File: src/rtl/csr_axi_pkg.sv
// ============================================================================
// Module      : csr_axi_pkg
// Description : Shared constants, FSM state types and helpers for the
//               AXI4 CSR slave (csr_axi_slave / csr_regarray).
// Revision    : 1.0 - initial release
// ============================================================================
`default_nettype none

package csr_axi_pkg;

    // AXI burst type codes
    localparam logic [1:0] FIXED     = 2'b00;
    localparam logic [1:0] INCR      = 2'b01;
    localparam logic [1:0] WRAP      = 2'b10;

    // AXI response codes
    localparam logic [1:0] OKAY      = 2'b00;
    localparam logic [1:0] SLVERR    = 2'b10;

    // Only full 32-bit beats are supported
    localparam logic [2:0] SIZE_WORD = 3'b010;

    // Register file geometry
    localparam int         NUM_REGS  = 32;
    localparam int         IDX_W     = 5;

    // Write-side FSM
    typedef enum logic [1:0] {
        W_IDLE = 2'd0,
        W_DATA = 2'd1,
        W_RESP = 2'd2
    } wr_state_e;

    // Read-side FSM
    typedef enum logic {
        R_IDLE = 1'b0,
        R_DATA = 1'b1
    } rd_state_e;

    // Register index of the next beat: INCR wraps modulo 32, anything else holds
    function automatic logic [IDX_W-1:0] next_index(input logic [IDX_W-1:0] idx,
                                                    input logic [1:0]       burst);
        return (burst == INCR) ? idx + 5'd1 : idx;
    endfunction

    // A burst is unsupported unless it is FIXED/INCR with word-sized beats
    function automatic logic burst_illegal(input logic [1:0] burst,
                                           input logic [2:0] size);
        return ((burst != FIXED) && (burst != INCR)) || (size != SIZE_WORD);
    endfunction

endpackage

`default_nettype wire

File: src/rtl/csr_regarray.sv
// ============================================================================
// Module      : csr_regarray
// Description : 32 x 32-bit register array with one byte-enabled synchronous
//               write port and one registered read port. Entry 0 reads as 0.
// Revision    : 1.0 - initial release
// ============================================================================
`default_nettype none

module csr_regarray
    import csr_axi_pkg::*;
(
    input  logic             clk,
    input  logic             rst_n,
    input  logic             we_i,
    input  logic [IDX_W-1:0] waddr_i,
    input  logic [31:0]      wdata_i,
    input  logic [3:0]       wstrb_i,
    input  logic             re_i,
    input  logic [IDX_W-1:0] raddr_i,
    output logic [31:0]      rdata_o
);

    logic [31:0] mem_q [NUM_REGS];
    logic [31:0] rdata_q;

    // Storage: byte-lane writes; entry 0 is never written so it stays zero
    always_ff @(posedge clk or negedge rst_n) begin
        if (!rst_n) begin
            for (int i = 0; i < NUM_REGS; i++) begin
                mem_q[i] <= '0;
            end
        end else if (we_i && (waddr_i != '0)) begin
            for (int b = 0; b < 4; b++) begin
                if (wstrb_i[b]) begin
                    mem_q[waddr_i][8*b +: 8] <= wdata_i[8*b +: 8];
                end
            end
        end
    end

    // Read port: captures pre-write contents on a same-edge collision and
    // holds its value between read enables
    always_ff @(posedge clk or negedge rst_n) begin
        if (!rst_n) begin
            rdata_q <= '0;
        end else if (re_i) begin
            rdata_q <= (raddr_i == '0) ? 32'd0 : mem_q[raddr_i];
        end
    end

    assign rdata_o = rdata_q;

endmodule

`default_nettype wire

File: src/rtl/csr_axi_slave.sv
// ============================================================================
// Module      : csr_axi_slave
// Description : AXI4 slave exposing 32 x 32-bit CSRs with independent write
//               and read engines, INCR/FIXED bursts, byte strobes and a
//               post-reset busy window.
// Revision    : 1.0 - initial release
// ============================================================================
`default_nettype none

module csr_axi_slave
    import csr_axi_pkg::*;
#(
    parameter int ID_W        = 5,
    parameter int INIT_CYCLES = 4
) (
    input  logic            clk,
    input  logic            rst_n,
    // AW channel
    input  logic            s_axi_awvalid,
    input  logic [4:0]      s_axi_awaddr,
    input  logic [ID_W-1:0] s_axi_awid,
    input  logic [7:0]      s_axi_awlen,
    input  logic [2:0]      s_axi_awsize,
    input  logic [1:0]      s_axi_awburst,
    output logic            s_axi_awready,
    // W channel
    input  logic            s_axi_wvalid,
    input  logic [31:0]     s_axi_wdata,
    input  logic [3:0]      s_axi_wstrb,
    input  logic            s_axi_wlast,
    output logic            s_axi_wready,
    // B channel
    output logic            s_axi_bvalid,
    output logic [ID_W-1:0] s_axi_bid,
    output logic [1:0]      s_axi_bresp,
    input  logic            s_axi_bready,
    // AR channel
    input  logic            s_axi_arvalid,
    input  logic [4:0]      s_axi_araddr,
    input  logic [ID_W-1:0] s_axi_arid,
    input  logic [7:0]      s_axi_arlen,
    input  logic [2:0]      s_axi_arsize,
    input  logic [1:0]      s_axi_arburst,
    output logic            s_axi_arready,
    // R channel
    output logic            s_axi_rvalid,
    output logic [31:0]     s_axi_rdata,
    output logic [ID_W-1:0] s_axi_rid,
    output logic [1:0]      s_axi_rresp,
    output logic            s_axi_rlast,
    input  logic            s_axi_rready,
    // Init status
    output logic            rsta_busy,
    output logic            rstb_busy
);

    // Counter only needs to reach INIT_CYCLES-1
    localparam int               CNT_W     = (INIT_CYCLES > 1) ? $clog2(INIT_CYCLES) : 1;
    localparam logic [CNT_W-1:0] LAST_CNT  = (INIT_CYCLES > 0) ? CNT_W'(INIT_CYCLES - 1) : '0;
    // Write beat counter saturates so runaway bursts still flag a length error
    localparam logic [8:0]       BEAT_SAT  = 9'h1FF;

    // ------------------------------------------------------------------
    // Post-reset busy window
    // ------------------------------------------------------------------
    logic             busy_q;
    logic [CNT_W-1:0] init_cnt_q;

    // Busy stays high for exactly INIT_CYCLES rising edges after reset release
    always_ff @(posedge clk or negedge rst_n) begin
        if (!rst_n) begin
            busy_q     <= 1'b1;
            init_cnt_q <= '0;
        end else if (busy_q) begin
            init_cnt_q <= init_cnt_q + CNT_W'(1);
            busy_q     <= (init_cnt_q != LAST_CNT);
        end
    end

    assign rsta_busy = busy_q;
    assign rstb_busy = busy_q;

    // ------------------------------------------------------------------
    // Write engine
    // ------------------------------------------------------------------
    wr_state_e        wr_state_q, wr_state_d;
    logic [IDX_W-1:0] widx_q,     widx_d;
    logic [ID_W-1:0]  wid_q,      wid_d;
    logic [7:0]       wlen_q,     wlen_d;
    logic [1:0]       wburst_q,   wburst_d;
    logic             werr_q,     werr_d;
    logic [8:0]       wbeat_q,    wbeat_d;
    logic [1:0]       bresp_q,    bresp_d;
    logic             aw_hs;
    logic             w_hs;
    logic             wr_en;

    assign s_axi_awready = (wr_state_q == W_IDLE) && !busy_q;
    assign s_axi_wready  = (wr_state_q == W_DATA) && !busy_q;
    assign s_axi_bvalid  = (wr_state_q == W_RESP);
    assign s_axi_bid     = wid_q;
    assign s_axi_bresp   = bresp_q;

    assign aw_hs = s_axi_awvalid && s_axi_awready;
    assign w_hs  = s_axi_wvalid  && s_axi_wready;

    // Write FSM next state: latch AW, write beats, then hold the response
    always_comb begin
        wr_state_d = wr_state_q;
        widx_d     = widx_q;
        wid_d      = wid_q;
        wlen_d     = wlen_q;
        wburst_d   = wburst_q;
        werr_d     = werr_q;
        wbeat_d    = wbeat_q;
        bresp_d    = bresp_q;
        wr_en      = 1'b0;
        case (wr_state_q)
            W_IDLE: begin
                if (aw_hs) begin
                    widx_d     = s_axi_awaddr;
                    wid_d      = s_axi_awid;
                    wlen_d     = s_axi_awlen;
                    wburst_d   = s_axi_awburst;
                    werr_d     = burst_illegal(s_axi_awburst, s_axi_awsize);
                    wbeat_d    = '0;
                    wr_state_d = W_DATA;
                end
            end
            W_DATA: begin
                if (w_hs) begin
                    // Illegal bursts are drained without touching storage
                    wr_en  = !werr_q;
                    widx_d = next_index(widx_q, wburst_q);
                    if (wbeat_q != BEAT_SAT) begin
                        wbeat_d = wbeat_q + 9'd1;
                    end
                    if (s_axi_wlast) begin
                        bresp_d    = (werr_q || (wbeat_q != {1'b0, wlen_q})) ? SLVERR : OKAY;
                        wr_state_d = W_RESP;
                    end
                end
            end
            W_RESP: begin
                if (s_axi_bready) begin
                    wr_state_d = W_IDLE;
                end
            end
            default: begin
                wr_state_d = W_IDLE;
            end
        endcase
    end

    // Write FSM state and burst context registers
    always_ff @(posedge clk or negedge rst_n) begin
        if (!rst_n) begin
            wr_state_q <= W_IDLE;
            widx_q     <= '0;
            wid_q      <= '0;
            wlen_q     <= '0;
            wburst_q   <= FIXED;
            werr_q     <= 1'b0;
            wbeat_q    <= '0;
            bresp_q    <= OKAY;
        end else begin
            wr_state_q <= wr_state_d;
            widx_q     <= widx_d;
            wid_q      <= wid_d;
            wlen_q     <= wlen_d;
            wburst_q   <= wburst_d;
            werr_q     <= werr_d;
            wbeat_q    <= wbeat_d;
            bresp_q    <= bresp_d;
        end
    end

    // ------------------------------------------------------------------
    // Read engine
    // ------------------------------------------------------------------
    rd_state_e        rd_state_q, rd_state_d;
    logic [IDX_W-1:0] ridx_q,     ridx_d;
    logic [ID_W-1:0]  rid_q,      rid_d;
    logic [7:0]       rlen_q,     rlen_d;
    logic [1:0]       rburst_q,   rburst_d;
    logic             rerr_q,     rerr_d;
    logic [7:0]       rbeat_q,    rbeat_d;
    logic             ar_hs;
    logic             r_hs;
    logic             rd_en;
    logic [IDX_W-1:0] rd_addr;
    logic [31:0]      rd_data;

    assign s_axi_arready = (rd_state_q == R_IDLE) && !busy_q;
    assign s_axi_rvalid  = (rd_state_q == R_DATA);
    assign s_axi_rlast   = s_axi_rvalid && (rbeat_q == rlen_q);
    assign s_axi_rid     = rid_q;
    assign s_axi_rresp   = rerr_q ? SLVERR : OKAY;
    assign s_axi_rdata   = rerr_q ? 32'd0 : rd_data;

    assign ar_hs = s_axi_arvalid && s_axi_arready;
    assign r_hs  = s_axi_rvalid  && s_axi_rready;

    // Read FSM next state: prefetch each beat on the handshake that frees the bus
    always_comb begin
        rd_state_d = rd_state_q;
        ridx_d     = ridx_q;
        rid_d      = rid_q;
        rlen_d     = rlen_q;
        rburst_d   = rburst_q;
        rerr_d     = rerr_q;
        rbeat_d    = rbeat_q;
        rd_en      = 1'b0;
        rd_addr    = ridx_q;
        case (rd_state_q)
            R_IDLE: begin
                if (ar_hs) begin
                    rid_d      = s_axi_arid;
                    rlen_d     = s_axi_arlen;
                    rburst_d   = s_axi_arburst;
                    rerr_d     = burst_illegal(s_axi_arburst, s_axi_arsize);
                    ridx_d     = s_axi_araddr;
                    rbeat_d    = '0;
                    rd_en      = 1'b1;
                    rd_addr    = s_axi_araddr;
                    rd_state_d = R_DATA;
                end
            end
            R_DATA: begin
                if (r_hs) begin
                    if (s_axi_rlast) begin
                        rd_state_d = R_IDLE;
                    end else begin
                        rbeat_d = rbeat_q + 8'd1;
                        ridx_d  = next_index(ridx_q, rburst_q);
                        rd_en   = 1'b1;
                        rd_addr = next_index(ridx_q, rburst_q);
                    end
                end
            end
            default: begin
                rd_state_d = R_IDLE;
            end
        endcase
    end

    // Read FSM state and burst context registers
    always_ff @(posedge clk or negedge rst_n) begin
        if (!rst_n) begin
            rd_state_q <= R_IDLE;
            ridx_q     <= '0;
            rid_q      <= '0;
            rlen_q     <= '0;
            rburst_q   <= FIXED;
            rerr_q     <= 1'b0;
            rbeat_q    <= '0;
        end else begin
            rd_state_q <= rd_state_d;
            ridx_q     <= ridx_d;
            rid_q      <= rid_d;
            rlen_q     <= rlen_d;
            rburst_q   <= rburst_d;
            rerr_q     <= rerr_d;
            rbeat_q    <= rbeat_d;
        end
    end

    // ------------------------------------------------------------------
    // Storage
    // ------------------------------------------------------------------
    csr_regarray u_regarray (
        .clk     (clk),
        .rst_n   (rst_n),
        .we_i    (wr_en),
        .waddr_i (widx_q),
        .wdata_i (s_axi_wdata),
        .wstrb_i (s_axi_wstrb),
        .re_i    (rd_en),
        .raddr_i (rd_addr),
        .rdata_o (rd_data)
    );

endmodule

`default_nettype wire

File: config.mk
export PLATFORM = sky130hd
export DESIGN_NAME = csr_axi_slave
export DESIGN_NICKNAME = d
export VERILOG_FILES = /design/src/rtl/csr_axi_pkg.sv /design/src/rtl/csr_regarray.sv /design/src/rtl/csr_axi_slave.sv
export SDC_FILE = /design/constraint.sdc
export NUM_CORES = 2
export LEC_CHECK = 0
export BUFFER_PORTS_ARGS = -buffer_cell sky130_fd_sc_hd__buf_4
export CAP_MARGIN = 10
export CORE_AREA = 2 2 302 304
export CTS_CLUSTER_DIAMETER = 80
export DETAILED_ROUTE_END_ITERATION = 7
export DIE_AREA = 0 0 304 306
export PLACE_DENSITY = 0.8
export SETUP_SLACK_MARGIN = 0.15
export SLEW_MARGIN = 15
export SYNTH_ARGS = -nofsm -noshare
export SYNTH_HDL_FRONTEND = slang
export SYNTH_SLANG_ARGS = --single-unit
export TNS_END_PERCENT = 10
File: constraint.sdc
create_clock -name clk -period 2.6 [get_ports clk]
set_input_delay 0.65 -clock clk [delete_from_list [all_inputs] [get_ports clk]]
set_output_delay 0.65 -clock clk [all_outputs]
set_load 0.01 [all_outputs]
Yosys cells after proc, flatten, opt, wreduce, memory -nomap -nowiden:

Index checks and enable logic that the tools add are counted.

* flip-flop bits (word level): 1123
* input bits: 90
* output and inout bits: 54
* word-level logic and storage cells: 169

* add/subtract/negate cells: 5
* $lt $le $gt $ge: 3
* eq/ne operators: 21
* mux-type cells: 57
* bitwise logic cells: 3
* reduce and logical (&&, ||, !) cells: 30

Operators with widths (count)
* 1024-bit two-way mux: 7
* 1024-bit bitwise mux: 4
* 32-bit demux with 5-bit select: 4
* 32-bit binary-select mux with 5-bit select: 1
* 32-bit two-way mux: 5
* 5-bit two-way mux: 7
* 8-bit two-way mux: 4
* 9-bit two-way mux: 3
* 24-bit two-way mux: 1
* 5-bit one-hot mux with 2 select lines: 2
* 9-bit one-hot mux with 2 select lines: 1
* 16-bit two-way mux: 1
* 8-bit one-hot mux with 2 select lines: 1
* 6-bit greater-or-equal comparator (second input constant): 2
* 1-bit logical AND: 12
* 2-bit two-way mux: 6
* 2-bit by 1-bit inequality test with 1-bit output (second input constant): 6
* 2-bit inequality test (second input constant): 6
* 5-bit NOT with 6-bit output: 2
* 4-bit AND reduction: 3
* 5-bit by 1-bit adder with 5-bit output (second input constant): 2
* 9-bit by 1-bit adder with 9-bit output (second input constant): 1
* 9-bit by 8-bit inequality test with 1-bit output: 1
* 9-bit inequality test (second input constant): 1
* 19 further kinds: 36

Logic depth before layout (Yosys ltp):

* word-level depth: 16
* gate-level depth with buffers: 13
* gate-level depth less buffers: 10

Cells and area by module:

From an unflattened synthesis, not the netlist that was laid out.

* cell total of the unflattened synthesis: 3565
* area, all modules: 56765.7 µm²

By module, submodules not included
* csr_regarray: instances 1, cells each 3192, area an instance 53279.8 µm², sequential area each 26425.3 µm²
* csr_axi_slave: instances 1, cells each 373, area an instance 3485.8 µm², sequential area each 1652.8 µm²

Worst setup path before layout:

OpenSTA, ideal clock, no wires.

* path kind: in2reg
* from: input s_axi_rready
* to: register u_regarray.rdata_q[30] (netlist: u_regarray.rdata_o[30])
* library setup time: 0.129 ns
* arrival time: 2.697 ns
* required time: 2.471 ns
* slack: -0.227 ns
* stages on the path: 10
* buffers on the path: 1
* cell sequence: and4b_1 -> a41oi_1 -> a221oi_1 -> or3b_1 -> or3_1 -> or2_1 -> buf_6 -> o32ai_1 -> a31o_1 -> a31oi_1

* cells in the longest elaborated chain, start to end: 8
* elaborated cells between the ends (all ways): 11
* classes of those cells: mux (8); bitwise (1); reduce/logical (2)

Ends and longest elaborated chain
* start, declared: RTL line csr_axi_slave.sv:51 `input logic s_axi_rready,`
* 1-bit logical AND *: RTL line csr_axi_slave.sv:202 `assign r_hs = s_axi_rvalid && s_axi_rready;`
* 5-bit two-way mux
* 5-bit one-hot mux with 2 select lines
* 5-bit NOT with 6-bit output (not written as such): RTL line csr_regarray.sv:47 `rdata_q <= (raddr_i == '0) ? 32'd0 : mem_q[raddr_i];`
* 32-bit binary-select mux with 5-bit select: RTL line csr_regarray.sv:47
* 32-bit two-way mux (not written as such) (2 in a row): RTL line csr_regarray.sv:47
* 32-bit two-way mux: RTL line csr_regarray.sv:47
* end signal, assigned: RTL line csr_regarray.sv:47
* end, declared: RTL line csr_regarray.sv:24 `logic [31:0] rdata_q;`

Every way passes the cells marked *; elsewhere a longest branch is shown, timed or not. The select of a mux whose other input is x is not followed.
A chain may end at the register's enable or synchronous reset.

Worst setup path in the final report:

* from: register rd_state_q (netlist: s_axi_rvalid)
* to: register u_regarray.rdata_q[29] (netlist: u_regarray.rdata_o[29])

* cells in the longest elaborated chain, start to end: 10
* elaborated cells between the ends (all ways): 19
* classes of those cells: mux (12); bitwise (2); reduce/logical (5)

Ends and longest elaborated chain
* start, declared: RTL line csr_axi_slave.sv:181 `rd_state_e rd_state_q, rd_state_d;`
* start signal, assigned: RTL line csr_axi_slave.sv:258 `rd_state_q <= rd_state_d;`
* 1-bit NOT (no source line)
* 1-bit logical AND: RTL line csr_axi_slave.sv:194 `assign s_axi_arready = (rd_state_q == R_IDLE) && !busy_q;`
* 1-bit logical AND: RTL line csr_axi_slave.sv:201 `assign ar_hs = s_axi_arvalid && s_axi_arready;`
* 5-bit two-way mux
* 5-bit one-hot mux with 2 select lines
* 5-bit NOT with 6-bit output (not written as such): RTL line csr_regarray.sv:47
* 32-bit binary-select mux with 5-bit select: RTL line csr_regarray.sv:47
* 32-bit two-way mux (not written as such) (2 in a row): RTL line csr_regarray.sv:47
* 32-bit two-way mux: RTL line csr_regarray.sv:47

Several ways; a longest one is shown, not always the timed one. The select of a mux whose other input is x is not followed.

==> impl_metrics.csv <==
group,metric,value,unit
critical_path,worst-setup-path-type,"register to register",
clock_tree,cts_sinks,1104,
placement,dpl.hpwl,102,mm
power_and_ir_drop,power,63.3,mW
sta,rsz0062_at_grt,"yes",
clock_tree,cts_tree,"done",
sta,setup-tns-final,-6990,ps
global_routing,grt_overflow,0,
floorplanning,core,89600,sq um
yosys,yosysWarnings,0,
clock_tree,cts-root-buf,"clkbuf_16",
status,violations,"negative setup slack",
yosys,netlist_top_cells_area,"dfrtp_1 (54%), mux2_2 (24%), nand2_1 (5.4%)",
yosys,synth-edff-count,0,
yosys,synth-seq-cells,1104,
critical_path,crit_path_end_kind,"register",
global_routing,antenna_found_initial,11,
finish,area_delta_synth_final,21.8,%
critical_path,start_kind,"register",
floorplanning,ios,144,
yosys,ys_seq_area_frac,0.542,
yosys,syn-instance-count,4403,
placement,dp_slack,-540,ps
yosys,synth_ff_type,"dfrtp_1",
sta,finalMaxSlewViolations,0,
placement,numPortBuffers,141,
detailed_routing,drt-total-wl,157,mm
yosys,async_flop_share,1.00,
sta,finalHoldViolCount,0,
critical_path,critical_path_required,3210,ps
power_and_ir_drop,power.density,1020,nW/um^2
sta,worst_slack,-276,ps
critical_path,arrival,3490,ps
power_and_ir_drop,peakVddDrop,0.809,mV
yosys,syn_area,50900,sq um
sta,finalSetupViolCount,33,
detailed_routing,ant_nets,0,
sta,post-route-min-period,2880,ps
clock_tree,path_clk_slew,70,ps
detailed_routing,avgRoutedWirePerCell,25.9,um
sta,max_freq,348,MHz
yosys,synth_commonest_cells,"dfrtp_1 (1103), mux2_2 (1078), nand2_1 (731)",
floorplanning,die-area,93000,sq um
hold_path,min_path_type,"input port to register",
floorplanning,die_x,304,um
global_routing,grt_max_degree,107,
sta,clock_skew,22.9,ps
yosys,yosys.area.top_type,"dfrtp_1",
finish,nFillCells,5768,
detailed_routing,dr.pass1.iters,6,
yosys,avgSynthCellArea,11.6,sq um
detailed_routing,via_per_inst,6.50,
sta,worst_pin_slew,756,ps
sta,fin_crit_sh,1.11,
clock_tree,cts_buffers,106,
detailed_routing,route.detailed.drc,0,
detailed_routing,vias,39500,
finish,layout-drive-gt1-share,0.417,
floorplanning,initial_core_util,0.568,
global_routing,grt_use_total,0.332,
sta,relSlewSlack,0.495,
yosys,synth_cell_types,64,
floorplanning,die_h,306,um
global_routing,grt_first_pass_wirelength,240,mm
power_and_ir_drop,total_leakage_power,29.9,nW
global_routing,grt_pass1_vias,40200,
job,drv_cap,0,
clock_tree,clk_latency,700,ps
finish,nets,4907,
clock_tree,cts_max_level,3,
yosys,yosysTopAreaCellShare,0.542,
detailed_routing,initialDrtViolationCount,4766,
status,outcome,"complete, but fails checks",
clock_tree,cts.path.max_buffers,3,
yosys,yosysMostFrequentCell,"dfrtp_1",
critical_path,critPathMaxFanout,4,
placement,gp_congestion,0.964,
floorplanning,rows,110,
finish,stdcell_area,62000,sq um
placement,placed_area,57200,sq um
## routing by layer
layer / track usage / up-vias / share of wire / routed length (um)
li1: - / 16400 / - / -
met1: 0.426 / 20200 / 0.38 / 59600
met2: 0.524 / 2313 / 0.46 / 73000
met3: 0.0789 / 595 / 0.096 / 15100
met4: 0.186 / 8 / 0.061 / 9620
met5: 0 / - / 0.00034 / 54
## area by class of cell
| type | count | area [sq um] | share of cell area |
|---|---|---|---|
| well taps | 1176 | 1470 | 0.0237 |
| inverters | 10 | 62.6 | 0.00101 |
| diodes | 9 | 22.5 | 0.000363 |
| multi-input cells | 2953 | 22800 | 0.367 |
| repair buffers | 633 | 6400 | 0.103 |
| clock inverters | 51 | 607 | 0.00978 |
| clock buffers | 143 | 3060 | 0.0493 |
| flip-flops and latches | 1104 | 27600 | 0.446 |
## repair_timing
item                                   CTS  global route
pin swaps                               20            17
buffers inserted                         6             4
resized for setup                      124            70
hold buffers                             1             0
endpoints found under the hold margin   14             0
setup endpoints to repair              396           648
cloned                                   3             2
## stage by stage
| stage | hold WS (ps) | utilization | std cells |
|---|---|---|---|
| floorplan | 354 | - | 4404 |
| global placement | 364 | 0.638 | 5860 |
| detailed placement | 365 | 0.638 | 5860 |
| CTS | 174 | 0.687 | 6064 |
| global route | 183 | 0.692 | 6077 |
| finish | 195 | 0.692 | 6079 |
## layout by cell type, fill, tap and decap left out, types with 16 or more instances in the layout
cell type and n:
a311oi_1 16, o22ai_1 24, clkbuf_8 20, buf_12 111, a21oi_1 65, nor2_1 103
a31oi_1 128, nand2_1 723, dfrtp_1 1101, and3_1 82, clkinv_2 24, nand4_1 39
nand3_1 275, a32oi_1 29, buf_4 484, nor2b_1 35, buf_6 25, a31oi_2 20
a221oi_1 20, mux2_2 1077, clkbuf_16 111, mux2i_1 39
## report_power, final
part | leakage [nW] | switching (mW) | internal, mW | total [mW]
clock | 1.81 | 6.87 | 9.44 | 16.3
sequential | 15.2 | 1.19 | 18.8 | 20.0
combinational | 12.8 | 16.4 | 10.6 | 27.1
total | 29.9 | 24.5 | 38.8 | 63.3
## critical path, stage by stage, from the launching register on
cell and delay [ps]:
dfrtp_2 450, nor3b_4 320, nor2_2 70, a221oi_1 250, or3b_4 460, or3_4 400
a21o_1 180, buf_4 170, a211oi_1 250, o21ai_0 150, nand4_1 100
## cell families (layout without fill, tap and decap cells)
group / Yosys count / count (layout) / share of synthesized area
XOR/XNOR: 28 / 28 / 0.00482
flip-flops: 1104 / 1104 / 0.542
AND/OR/NAND/NOR: 1367 / 1368 / 0.119
buffers and inverters: 348 / 837 / 0.0274
other: 1 / 11 / 0.0000736
AO/OA/AOI/OAI: 418 / 418 / 0.0554
adder cells (fa/ha/maj): 9 / 9 / 0.00221
multiplexers: 1128 / 1128 / 0.248
## path summary, 6_finish.rpt
check | start | to | slack (ps) | depth (start not counted)
min in group asynchronous | rst_n | u_regarray.mem_q[704] | 420 | 2
max reg2reg | s_axi_rvalid | u_regarray.rdata_o[29] | -280 | 10
min reg2reg | u_regarray.mem_q[995] | u_regarray.mem_q[995] | 380 | 0
max in group asynchronous | rst_n | u_regarray.mem_q[90] | 1190 | 4
min | s_axi_awburst[0] | wburst_q[0] | 190 | 2
max | s_axi_rvalid | u_regarray.rdata_o[29] | -280 | 10
## sequential cells by signal, indices dropped and copies added (netlist names)
register,cells
s_axi_rid,5
wburst_q,2
rburst_q,2
s_axi_bid,5
u_regarray.mem_q,1006
wbeat_q,9
s_axi_bresp,1
ridx_q,5
wlen_q,8
rerr_q,1
wr_state_q,2
init_cnt_q,2
u_regarray.rdata_o,32
widx_q,5
s_axi_rvalid,1
rsta_busy,1
rbeat_q,8
rlen_q,8
werr_q,1
Power figures use the tool's default switching activity.
